<file path="src/rtl/diffeq_datapath_if.sv">
// Controller-to-datapath bundle for the Euler differential-equation solver.
// The controller (master) drives phase code, load strobes and operand word.
interface diffeq_datapath_if #(
  parameter int WIDTH = 16
);

  logic [2:0]       state;
  logic             load_x;
  logic             load_dx;
  logic             load_u;
  logic             load_a;
  logic [WIDTH-1:0] data_in;
  logic             compute_done;
  logic             continue_while;
  logic [WIDTH-1:0] x_out;
  logic [WIDTH-1:0] y_out;
  logic [WIDTH-1:0] u_out;

  modport master (
    output state,
    output load_x,
    output load_dx,
    output load_u,
    output load_a,
    output data_in,
    input  compute_done,
    input  continue_while,
    input  x_out,
    input  y_out,
    input  u_out
  );

  modport slave (
    input  state,
    input  load_x,
    input  load_dx,
    input  load_u,
    input  load_a,
    input  data_in,
    output compute_done,
    output continue_while,
    output x_out,
    output y_out,
    output u_out
  );

endinterface

</file>
<file path="src/rtl/diffeq_datapath.sv">
// Datapath for one Euler step of y'' + 3xy' + 3y = 0, sequenced by phase codes
// from an external controller; each compute phase lasts three cycles.
module diffeq_datapath #(
  parameter int WIDTH = 16
) (
  input logic         clk,
  input logic         reset,
  diffeq_datapath_if.slave bus
);

  typedef enum logic [2:0] {
    PH_IDLE   = 3'b000,
    PH_READ   = 3'b001,
    PH_C1     = 3'b010,
    PH_C2     = 3'b011,
    PH_C3     = 3'b100,
    PH_C4     = 3'b101,
    PH_DONE   = 3'b110,
    PH_UNUSED = 3'b111
  } phase_e;

  typedef enum logic [1:0] {
    SEQ_IDLE = 2'd0,
    SEQ_CYC1 = 2'd1,
    SEQ_CYC2 = 2'd2
  } seq_e;

  phase_e phase;
  phase_e prevState_q, prevState_d;
  seq_e   seq_q, seq_d;
  logic   justReset_q;
  logic   computeDone_q, computeDone_d;
  logic   isCompute, phaseStart, opFirst, opSecond;

  logic [WIDTH-1:0] x_q, x_d, dx_q, dx_d, u_q, u_d, a_q, a_d, y_q, y_d;
  logic [WIDTH-1:0] m1_q, m1_d, m2_q, m2_d, m3_q, m3_d, m4_q, m4_d;
  logic [WIDTH-1:0] m5_q, m5_d, yn_q, yn_d;
  logic [WIDTH-1:0] mulA, mulB, product, tripleIn, triple;

  assign phase     = phase_e'(bus.state);
  assign isCompute = (phase == PH_C1) || (phase == PH_C2) ||
                     (phase == PH_C3) || (phase == PH_C4);

  // Phase sequencer. A code seen on the cycle right after reset is treated as
  // already current, so a controller parked in a compute code does not
  // retrigger a phase just because reset cleared the previous-state register.
  always_comb begin
    seq_d         = SEQ_IDLE;
    computeDone_d = 1'b0;
    opFirst       = 1'b0;
    opSecond      = 1'b0;
    prevState_d   = phase;
    phaseStart    = isCompute && !justReset_q && (phase != prevState_q);
    if (phaseStart) begin
      opFirst = 1'b1;
      seq_d   = SEQ_CYC1;
    end else if (isCompute && (phase == prevState_q)) begin
      case (seq_q)
        SEQ_CYC1: begin
          opSecond      = 1'b1;
          computeDone_d = 1'b1;
          seq_d         = SEQ_CYC2;
        end
        default: seq_d = SEQ_IDLE;
      endcase
    end
  end

  // Operand steering for the single shared multiplier and the 3*v adder.
  always_comb begin
    mulA     = u_q;
    mulB     = dx_q;
    tripleIn = x_q;
    case (phase)
      PH_C2: begin
        mulA     = m2_q;
        mulB     = m1_q;
        tripleIn = y_q;
      end
      PH_C3: begin
        mulA = m4_q;
        mulB = dx_q;
      end
      default: ;
    endcase
  end

  assign product = mulA * mulB;
  assign triple  = (tripleIn << 1) + tripleIn;

  always_comb begin
    x_d  = x_q;
    dx_d = dx_q;
    u_d  = u_q;
    a_d  = a_q;
    y_d  = y_q;
    m1_d = m1_q;
    m2_d = m2_q;
    m3_d = m3_q;
    m4_d = m4_q;
    m5_d = m5_q;
    yn_d = yn_q;
    case (phase)
      PH_IDLE, PH_READ: begin
        if (bus.load_x) begin
          x_d = bus.data_in;
          y_d = '0;
        end
        if (bus.load_dx) dx_d = bus.data_in;
        if (bus.load_u)  u_d  = bus.data_in;
        if (bus.load_a)  a_d  = bus.data_in;
      end
      PH_C1: begin
        if (opFirst)       m1_d = product;
        else if (opSecond) m2_d = triple;
      end
      PH_C2: begin
        if (opFirst)       m3_d = product;
        else if (opSecond) m4_d = triple;
      end
      PH_C3: begin
        if (opFirst)       m5_d = product;
        else if (opSecond) yn_d = y_q + m1_q;
      end
      PH_C4: begin
        if (opSecond) begin
          u_d = u_q - m3_q - m5_q;
          y_d = yn_q;
          x_d = x_q + dx_q;
        end
      end
      default: ;
    endcase
  end

  always_ff @(posedge clk) begin
    if (reset) begin
      prevState_q   <= PH_IDLE;
      seq_q         <= SEQ_IDLE;
      justReset_q   <= 1'b1;
      computeDone_q <= 1'b0;
      x_q  <= '0;
      dx_q <= '0;
      u_q  <= '0;
      a_q  <= '0;
      y_q  <= '0;
      m1_q <= '0;
      m2_q <= '0;
      m3_q <= '0;
      m4_q <= '0;
      m5_q <= '0;
      yn_q <= '0;
    end else begin
      prevState_q   <= prevState_d;
      seq_q         <= seq_d;
      justReset_q   <= 1'b0;
      computeDone_q <= computeDone_d;
      x_q  <= x_d;
      dx_q <= dx_d;
      u_q  <= u_d;
      a_q  <= a_d;
      y_q  <= y_d;
      m1_q <= m1_d;
      m2_q <= m2_d;
      m3_q <= m3_d;
      m4_q <= m4_d;
      m5_q <= m5_d;
      yn_q <= yn_d;
    end
  end

  assign bus.compute_done   = computeDone_q;
  assign bus.continue_while = $signed(x_q) < $signed(a_q);
  assign bus.x_out          = x_q;
  assign bus.y_out          = y_q;
  assign bus.u_out          = u_q;

endmodule

</file>
<file path="src/flat_wrapper.sv">
// flat-port wrapper written by rule: the top's interface ports become plain ports
module diffeq_datapath_flat 
#(
  parameter int WIDTH = 16
)
  (clk, reset, bus_state, bus_load_x, bus_load_dx, bus_load_u, bus_load_a, bus_data_in, bus_compute_done, bus_continue_while, bus_x_out, bus_y_out, bus_u_out);
  diffeq_datapath_if #(.WIDTH(WIDTH)) bus_i ();
  input logic clk;
  input logic reset;
  input wire logic [$bits(bus_i.state)-1:0] bus_state;
  input wire logic [$bits(bus_i.load_x)-1:0] bus_load_x;
  input wire logic [$bits(bus_i.load_dx)-1:0] bus_load_dx;
  input wire logic [$bits(bus_i.load_u)-1:0] bus_load_u;
  input wire logic [$bits(bus_i.load_a)-1:0] bus_load_a;
  input wire logic [$bits(bus_i.data_in)-1:0] bus_data_in;
  output wire logic [$bits(bus_i.compute_done)-1:0] bus_compute_done;
  output wire logic [$bits(bus_i.continue_while)-1:0] bus_continue_while;
  output wire logic [$bits(bus_i.x_out)-1:0] bus_x_out;
  output wire logic [$bits(bus_i.y_out)-1:0] bus_y_out;
  output wire logic [$bits(bus_i.u_out)-1:0] bus_u_out;
  assign bus_i.state = bus_state;
  assign bus_i.load_x = bus_load_x;
  assign bus_i.load_dx = bus_load_dx;
  assign bus_i.load_u = bus_load_u;
  assign bus_i.load_a = bus_load_a;
  assign bus_i.data_in = bus_data_in;
  assign bus_compute_done = bus_i.compute_done;
  assign bus_continue_while = bus_i.continue_while;
  assign bus_x_out = bus_i.x_out;
  assign bus_y_out = bus_i.y_out;
  assign bus_u_out = bus_i.u_out;
  diffeq_datapath #(.WIDTH(WIDTH)) u_core (.clk(clk), .reset(reset), .bus(bus_i));
endmodule
</file>
<file path="config.mk">
export PLATFORM = sky130hd
export DESIGN_NAME = diffeq_datapath_flat
export DESIGN_NICKNAME = d
export VERILOG_FILES = /design/src/rtl/diffeq_datapath_if.sv /design/src/rtl/diffeq_datapath.sv /design/src/flat_wrapper.sv
export SDC_FILE = /design/constraint.sdc
export NUM_CORES = 1
export LEC_CHECK = 0
export BUFFER_PORTS_ARGS = -buffer_cell sky130_fd_sc_hd__buf_2
export CELL_PAD_IN_SITES_DETAIL_PLACEMENT = 1
export CELL_PAD_IN_SITES_GLOBAL_PLACEMENT = 1
export CORE_ASPECT_RATIO = 2
export CORE_MARGIN = 2
export CORE_UTILIZATION = 45
export CTS_BUF_LIST = sky130_fd_sc_hd__clkbuf_4 sky130_fd_sc_hd__clkbuf_8
export CTS_CLUSTER_DIAMETER = 50
export DETAILED_ROUTE_END_ITERATION = 16
export PLACE_DENSITY_LB_ADDON = 0.1
export SLEW_MARGIN = 20
export SYNTH_ARGS = -nofsm -noshare
export SYNTH_HDL_FRONTEND = slang
export SYNTH_SLANG_ARGS = --single-unit
</file>
<file path="constraint.sdc">
create_clock -name clk -period 9.9 [get_ports clk]
set_input_delay 1.98 -clock clk [delete_from_list [all_inputs] [get_ports clk]]
set_output_delay 1.98 -clock clk [all_outputs]
set_load 0.03 [all_outputs]
</file>
Word-level counts from Yosys, hierarchy flattened
Index checks and enable logic that the tools add are counted.
- reduce and logical (&&, ||, !) cells: 21
- $lt $le $gt $ge: 1
- divide/modulo/power cells: 0
- multiply operators: 1
- shift-type cells: 0
- equality and inequality tests: 11
- $add $sub $neg: 5
- bitwise gates (word level): 2
- muxes and demuxes: 20
- operators by type and width (kind ; count):
    16-bit two-way mux ; 8
    16-bit one-hot mux with 2 select lines ; 4
    16-bit adder ; 3
    16-bit subtractor ; 2
    16-bit less-than comparator ; 1
    16-bit by 16-bit multiplier with 16-bit output ; 1
    3-bit AND reduction ; 5
    2-bit AND reduction ; 5
    1-bit two-way mux ; 7
    3-bit by 2-bit == test with 1-bit output (second input constant) ; 2
    3-bit == test (second input constant) ; 2
    2-bit inequality test (second input constant) ; 2
    3-bit by 1-bit == test with 1-bit output (second input constant) ; 1
    3-bit == test ; 1
    1-bit logical AND ; 3
    3-bit zero test ; 1
    1-bit logical OR ; 3
    3-bit inequality test ; 1
    3-bit OR reduction ; 1
    2-bit by 1-bit == test with 1-bit output (second input constant) ; 1
    2-bit two-way mux ; 1
    2-bit by 1-bit inequality test with 1-bit output (second input constant) ; 1
    1-bit NOT ; 2
    2-bit nonzero test ; 1
    2 further kinds ; 2
- memory bits (read-only): 0
- register bits: 183
- RAM bits: 0
- input bits: 25
- bits in latches: 0
- output and inout bits: 50
- memories kept: 0

Longest topological paths before layout
Gate-level depths: netlist of run 1.
- depth after elaboration: 9
- mapped depth: 30

Least setup slack after synthesis of run 1
No wires, ideal clock.
- path kind: in2reg
- from: in bus_state[1]
- to: reg u_core.m1_q[14]
- path slack: 1.867 ns
- buffers on the path: 5
- stages on the path: 25
- arrival time: 7.963 ns
- path through: buf_6 > nand3b_2 > buf_6 > buf_2 > buf_2 > clkbuf_1 > nor2_1 > a21oi_1 > nor2_1 > fa_1 > inv_1 > fa_1 > fa_1 > fa_1 > inv_1 > fa_1 > inv_1 > fa_1 > inv_1 > ha_1 > o21ai_0 > o21ai_0 > a21oi_1 > or3b_2 > a21oi_1
- cells in the longest elaborated chain, start to end: 8
- elaborated cells between the ends (all ways): 15
- those cells by class: mul: 1; eq/ne: 5; mux: 3; reduce/logical: 6
- RTL lines (what ; RTL line ; text):
    start, declared ; flat_wrapper.sv:10 ; input wire logic [$bits(bus_i.state)-1:0] bus_state;
    branches (longest 8 deep; another with 16-bit by 16-bit multiplier with 16-bit output) ; - ;
    end signal, assigned ; diffeq_datapath.sv:163 ; m1_q <= m1_d;
    end, declared ; diffeq_datapath.sv:36 ; logic [WIDTH-1:0] m1_q, m1_d, m2_q, m2_d, m3_q, m3_d, m4_q, m4_d;
Parallel ways; which one is timed is not known.
A chain may end at the register's enable or synchronous reset.

Final worst setup path of run 1
- from: in bus_state[0]
- to: reg u_core.m1_q[14]
Same word-level chain as after synthesis.

==> flow_summary.ini, run 1 <==
[clocking]
cts.sinks = 183
clock_root_buffer = clkbuf_8
ctsResizeCount = 0
cts_max_level = 4
worst_setup_hold_path_clk_slew_ns = 0.10
clock_insertion_delay_worst_skew_ns = 0.53
hold_buffers = 0
cts_post_setup_buffers_inserted = 0
clk_path_buf_depth = 2
tritoncts = yes
tritoncts.num_buffers = 17

[worst_hold_path]
worstHoldPathType = register to register

[sta]
max_slew.worst_pin.slew_ns = 1.045
hold_viol = 0
fin_setup_tns_ns = 0
achievable-frequency_mhz = 119.9
setup-violations-final = 0
fin_crit_ns = 8.340
report.final.slew_viol_count = 0
clk_skew_ns = 0.02845
finalCritPeriodShare_pct = 84.24
max_slew_margin_pct = 30.04
grt_setup_unrepaired = no

[worst_setup_path]
cp_max_fo = 29
data_required_time_of_the_critical_path_ns = 10.34
worstPathArrival_ns = 8.78
r2r-end = u_core.m1_q[15]
timing.critical_path.cells = buf_2, nand3b_2, buf_4, mux2_2, nand2_1, fa_1, fa_1, inv_1, ha_1, inv_1, fa_1, inv_1, ha_1, inv_1, fa_1, inv_1, ha_1, a21oi_1, o21bai_1, a211oi_1, o21ai_0, nand3_1, or3b_2, a21oi_1
cp.buffers_inverters = 7
cp_slowest_stage_delay_ns = 0.55
critical_path.top_delay_family = adder cells
startpoint_type = input port
slowest_stage = nand3b_2
cp_depth = 24
worst_setup_path_end_kind = register
rrSetupSlack_ns = 3.27
setup.worst_path.start = bus_state[0]
reg2reg_from = u_core.bus.u_out[7]
critPathKind = input port to register
r2r_cell_count = 21
critPathMostFrequentCell = inv_1
endpoint = u_core.m1_q[14]

[placed_design]
routabilityCongestion = 0.9372
port_buffers = 74
detailedPlacementHpwl_um = 42550
placedInstanceArea_sq_um = 15720
total_instance_count_after_detailed_placement = 2328

[synth]
post_synth_xor_area_fraction_pct = 5.217
synth_compound_area_share_pct = 15.46
postSynthCellCount = 1883
synthAdderAreaFrac_pct = 23.61
synthesis.nets = 2132
post_synthesis_mux_area_share_pct = 3.089
yosys_warnings = 0
synthFlopType = dfxtp_1
area_share_of_and_or_nand_nor_cells_after_synthesis_pct = 20.89
syn_area_sq_um = 14990
netlist-cell-type-count = 68
avgSynthCellArea_sq_um = 7.960
synth_edf_count = 0
largest_family_of_logic_cells_by_synthesized_area = adder cells
synth-seq-cells = 183
share_of_synthesized_flip_flops_with_an_asynchronous_set_or_reset_pct = 0
synth.yosys.seq_area_share_pct = 24.44

[grt]
via_count_of_the_first_global_routing_pass = 14522
grt_util_all_layers_pct = 31.04
grt_max_degree = 109
antenna_found_initial = 1
gr-total-overflow = 0
grt_pass1_wl_um = 81720

[die]
chip_height_um = 262.1
initial_core_util_pct = 45.68
rows = 94
fp.dieArea_sq_um = 34870
die_x_um = 133.1
io_pins = 75
core-area_sq_um = 32810

[pwr]
p_leak_nw = 6.710
combinational_share_of_power_pct = 26.3
switchingPower_uw = 665.0
power.share.switching_pct = 36.27
p_int_mw = 1.169
seqPwrFrac_pct = 43.6
powerDensity_nw_per_um2 = 113.6
vdd.ir_drop.worst_mv = 0.08737
power_frac_clock_pct = 30.1

[detailed_routing]
drt-vias-per-instance = 5.645
postRouteWirelength_um = 52630
drtAntennaViolNets = 0
routed-via-count = 13327
detail_route.first_pass.iterations = 4
detailedRoute.firstIterationViolations = 554
wl_per_cell_um = 22.29
detail_route.drc_violations = 0

[run_status]
result_of_the_run = completed

[cells_and_area]
design.final.nets = 2164
final_area_sq_um = 16150
layout_common_cells = nand2_1 (296), nor2_1 (190), inv_1 (187), dfxtp_1 (183), a21oi_1 (180)
final_core_util_pct = 49.21
area_delta_synth_final_pct = 7.739
post_route_cells_drive_above_1_share_pct = 9.440
seq_area_sq_um = 3664
fill_cells = 4029
layoutNonFillerInstCount = 2361
multi_input_gate_area_sq_um = 10260
mostFrequentLayoutCell = nand2_1

[run]
max_cap_viol_count = 0
==> cells by family (layout without fill, tap and decap cells) <==
group / count (synthesis) / in the layout
compound gates: 378 / 378
buf+inv: 272 / 317
xor+xnor: 83 / 83
fa+ha+maj: 224 / 224
simple gates: 702 / 702
mux: 41 / 41
flops: 183 / 183
other cells: 0 / 1
==> through the flow <==
stage | setup WS, ns | power [mW] | hold slack [ns]
4_1_cts | 1.625 | 1.846 | 0.4649
3_5_place_dp | 1.082 | 1.296 | 0.4499
2_1_floorplan | 1.867 | 1.127 | 0.4363
6_report | 1.560 | 1.834 | 0.4624
5_1_grt | 1.295 | 1.918 | 0.4878
3_3_place_gp | 1.143 | 1.282 | 0.4427
==> worst min path at each step <==
stage / endpoint / depth (start not counted) / start
after floorplan: u_core.a_q[10] / 2 / u_core.a_q[10]
after global placement: u_core.a_q[3] / 2 / u_core.a_q[3]
final: u_core.m4_q[9] / 2 / u_core.m4_q[9]
after global routing: u_core.m2_q[6] / 2 / u_core.m2_q[6]
after CTS: u_core.m2_q[0] / 2 / u_core.m2_q[0]
after detailed placement: u_core.a_q[5] / 2 / u_core.a_q[5]
==> metal layers <==
metal	global-route usage, %	share of wire, %	vias up
met1	31.80	36	6602
met2	56.55	51	283
li1	-	-	6321
met4	25.00	9.1	0
met3	3.858	3.1	121
met5	0	0	-
==> synth_stat cells (all sizes together), types with 16 or more instances <==
cell type	count	area, sq um
a211oi	24	180.2
a21oi	181	909.6
a311oi	16	140.1
buf	29	180.2
clkbuf	56	210.2
dfxtp	183	3664
fa	98	1962
ha	126	1577
inv	187	701.9
mux2	22	247.7
mux2i	19	215.2
nand2	297	1115
nand2b	31	193.9
nand3	30	150.1
nor2	192	720.7
nor2b	33	206.5
nor3	48	245.2
nor3b	16	120.1
o21ai	65	332.8
xnor2	59	516.8
xor2	20	175.2
==> power groups by stage <==
| stage | logic, mW | registers (mW) | clock network (mW) |
|---|---|---|---|
| final | 0.482 | 0.800 | 0.552 |
| after global routing | 0.531 | 0.800 | 0.587 |
| after CTS | 0.484 | 0.799 | 0.562 |
| after detailed placement | 0.480 | 0.816 | 0 |
| after global placement | 0.466 | 0.816 | 0 |
| after floorplan | 0.317 | 0.810 | 0 |
==> cell type report <==
type,instances,area share (%)
Multi-Input combinational cell,1428,63.56
Tap cell,432,3.347
Inverter,187,4.347
Timing Repair Buffer,98,3.448
Clock buffer,19,1.581
Antenna cell,1,0.01550
Sequential cell,183,22.69
Clock inverter,13,1.015
==> registers in the layout, summed over array words and instances (netlist names) <==
name                     cells
u_core.a_q                  16
u_core.bus.compute_done      1
u_core.bus.u_out            16
u_core.bus.x_out            16
u_core.bus.y_out            16
u_core.dx_q                 16
u_core.justReset_q           1
u_core.m1_q                 16
u_core.m2_q                 16
u_core.m3_q                 16
u_core.m4_q                 16
u_core.m5_q                 16
u_core.prevState_q           3
u_core.seq_q                 2
u_core.yn_q                 16
==> worst register-to-register path: stages (launching register included) <==
cell and delay [ns]:
dfxtp_1 0.65, nor2b_1 0.09, o21ai_0 0.18, o211ai_1 0.45
nand2b_1 0.34, fa_1 0.53, inv_1 0.05, fa_1 0.50
inv_1 0.06, fa_1 0.55, fa_1 0.43, fa_1 0.46
fa_1 0.39, xor2_1 0.16, xnor2_1 0.20, xnor2_1 0.11
xnor2_1 0.25, xnor2_1 0.19, xnor3_1 0.38, xnor2_1 0.29
o21a_1 0.17, nor2_1 0.04
No activity file was read; power rests on OpenSTA's default activity.
==> inputs of run 2 (changes only) <==
clock period = 7.86 ns   (was 9.9 ns; I/O delays follow)
==> run 2 against run 1 <==
Net effect: setup slack lost 1.1 ns; sequential cell count is the same; core utilization grew 0.47 points; via count grew 0.38%; largest cell class unchanged.
==> flow_summary.ini, run 2 (synthesized netlist as in run 1, its figures left out) <==
[die]
rows = 94
io_pins = 75
core-area_sq_um = 32810
die_x_um = 133.1
fp.dieArea_sq_um = 34870
chip_height_um = 262.1
initial_core_util_pct = 45.68

[placed_design]
port_buffers = 74
detailedPlacementHpwl_um = 42620
routabilityCongestion = 0.9601

[worst_setup_path]
rrSetupSlack_ns = 1.32
setup.worst_path.start = bus_state[1]
critPathKind = input port to register
cp_slowest_stage_delay_ns = 0.57
critPathMostFrequentCell = fa_1
critical_path.top_delay_family = adder cells
startpoint_type = input port
r2r_cell_count = 21
data_required_time_of_the_critical_path_ns = 8.23
worst_setup_path_end_kind = register
cp_depth = 23
endpoint = u_core.m1_q[15]
r2r-end = u_core.m1_q[15]
cp.buffers_inverters = 5
worstPathArrival_ns = 7.76
cp_max_fo = 18
reg2reg_from = u_core.bus.u_out[6]
timing.critical_path.cells = buf_2, inv_1, o21ai_2, buf_4, o221ai_1, nand2b_1, fa_1, inv_1, fa_1, inv_1, fa_1, fa_1, fa_1, fa_1, xor2_1, xnor2_1, xnor2_1, xnor2_1, xnor2_1, xnor3_1, xnor2_1, o21a_1, nor2_1
slowest_stage = fa_1

[clocking]
cts_post_setup_buffers_inserted = 0
cts.sinks = 183
tritoncts = yes
clock_root_buffer = clkbuf_8
clk_path_buf_depth = 2
ctsResizeCount = 0
hold_buffers = 0
tritoncts.num_buffers = 17
worst_setup_hold_path_clk_slew_ns = 0.11
clock_insertion_delay_worst_skew_ns = 0.52
cts_max_level = 4

[cells_and_area]
final_core_util_pct = 49.68
mostFrequentLayoutCell = nand2_1
area_delta_synth_final_pct = 8.757
layout_common_cells = nand2_1 (296), nor2_1 (190), inv_1 (187), dfxtp_1 (183), a21oi_1 (180)
post_route_cells_drive_above_1_share_pct = 10.18
seq_area_sq_um = 3664
multi_input_gate_area_sq_um = 10260
fill_cells = 4066
design.final.nets = 2181

[sta]
max_slew.worst_pin.slew_ns = 0.9436
setup-violations-final = 0
report.final.slew_viol_count = 0
hold_viol = 0
clk_skew_ns = 0.01970
fin_crit_ns = 7.385
finalCritPeriodShare_pct = 93.96
grt_setup_unrepaired = no
max_slew_margin_pct = 37.10
achievable-frequency_mhz = 135.4

[run]
max_cap_viol_count = 0

[detailed_routing]
wl_per_cell_um = 22.06
detailedRoute.firstIterationViolations = 553
drtAntennaViolNets = 0
detail_route.drc_violations = 0
detail_route.first_pass.iterations = 5
postRouteWirelength_um = 52470
drt-vias-per-instance = 5.625
routed-via-count = 13377

[grt]
gr-total-overflow = 0
grt_pass1_wl_um = 81330
grt_max_degree = 103
via_count_of_the_first_global_routing_pass = 14381
antenna_found_initial = 1
grt_util_all_layers_pct = 30.89

[run_status]
result_of_the_run = completed

[worst_hold_path]
worstHoldPathType = register to register

[pwr]
vdd.ir_drop.worst_mv = 0.1689
p_leak_nw = 6.818
powerDensity_nw_per_um2 = 142.2
post-layout-total-power_mw = 2.318
[run 2: report_power, final]
group | switching [mW] | internal [mW] | leakage (nW)
combinational | 0.384 | 0.231 | 5.12
clock | 0.423 | 0.271 | 0.212
sequential | 0.0595 | 0.949 | 1.48
[run 2: routing by layer]
metal  track usage, %  share of wire, %  vias to the layer above
li1                 -                 -                     6354
met1            31.55                37                     6672
met2            58.33                52                      236
met3            2.797               2.3                      115
met4            22.46               8.3                        0
met5                0                 0                        -
[run 2: worst min-delay path by stage]
stage              startpoint             end  slack, ns  cells past startpoint
6_report        u_core.a_q[3]   u_core.a_q[3]       0.46                      2
4_1_cts         u_core.a_q[3]   u_core.a_q[3]       0.47                      2
5_1_grt        u_core.m5_q[1]  u_core.m5_q[1]       0.49                      2
2_1_floorplan  u_core.a_q[10]  u_core.a_q[10]       0.44                      2
3_5_place_dp    u_core.a_q[3]   u_core.a_q[3]       0.45                      2
3_3_place_gp    u_core.a_q[5]   u_core.a_q[5]       0.44                      2
[run 2: cell type report]
cell class	instances	share of cell area (%)
antenna	1	0.01535
sequential	183	22.47
timing repair buffer	115	4.429
inverter	187	4.306
clock inverter	15	1.098
tap	432	3.316
multi-input combinational	1428	62.93
clock buffer	17	1.435
[run 2: stage by stage]
| step | cells | cell area [sq um] | setup TNS [ns] | hold WS, ns | setup slack, ns |
|---|---|---|---|---|---|
| after floorplan | 1883 | 14990 | 0 | 0.4363 | 0.2348 |
| after global placement | 2345 | 15870 | 0 | 0.4416 | 0.1261 |
| after detailed placement | 2345 | 15880 | -0.08411 | 0.4508 | -0.04124 |
| after CTS | 2377 | 16290 | 0 | 0.4667 | 0.5022 |
| after global routing | 2378 | 16300 | 0 | 0.4887 | 0.06253 |
| final | 2378 | 16300 | 0 | 0.4614 | 0.4747 |
[run 2: worst register-to-register path, stage by stage, from the launching register on]
cell	delay, ns
dfxtp_1	0.74
nor2_1	0.12
o21ai_0	0.19
o211ai_1	0.21
nand2b_1	0.25
fa_1	0.51
inv_1	0.05
fa_1	0.50
inv_1	0.05
fa_1	0.57
fa_1	0.43
fa_1	0.48
fa_1	0.44
xor2_1	0.17
xnor2_1	0.23
xnor2_1	0.14
xnor2_1	0.29
xnor2_1	0.18
xnor3_1	0.34
xnor2_1	0.27
o21a_1	0.17
nor2_1	0.04
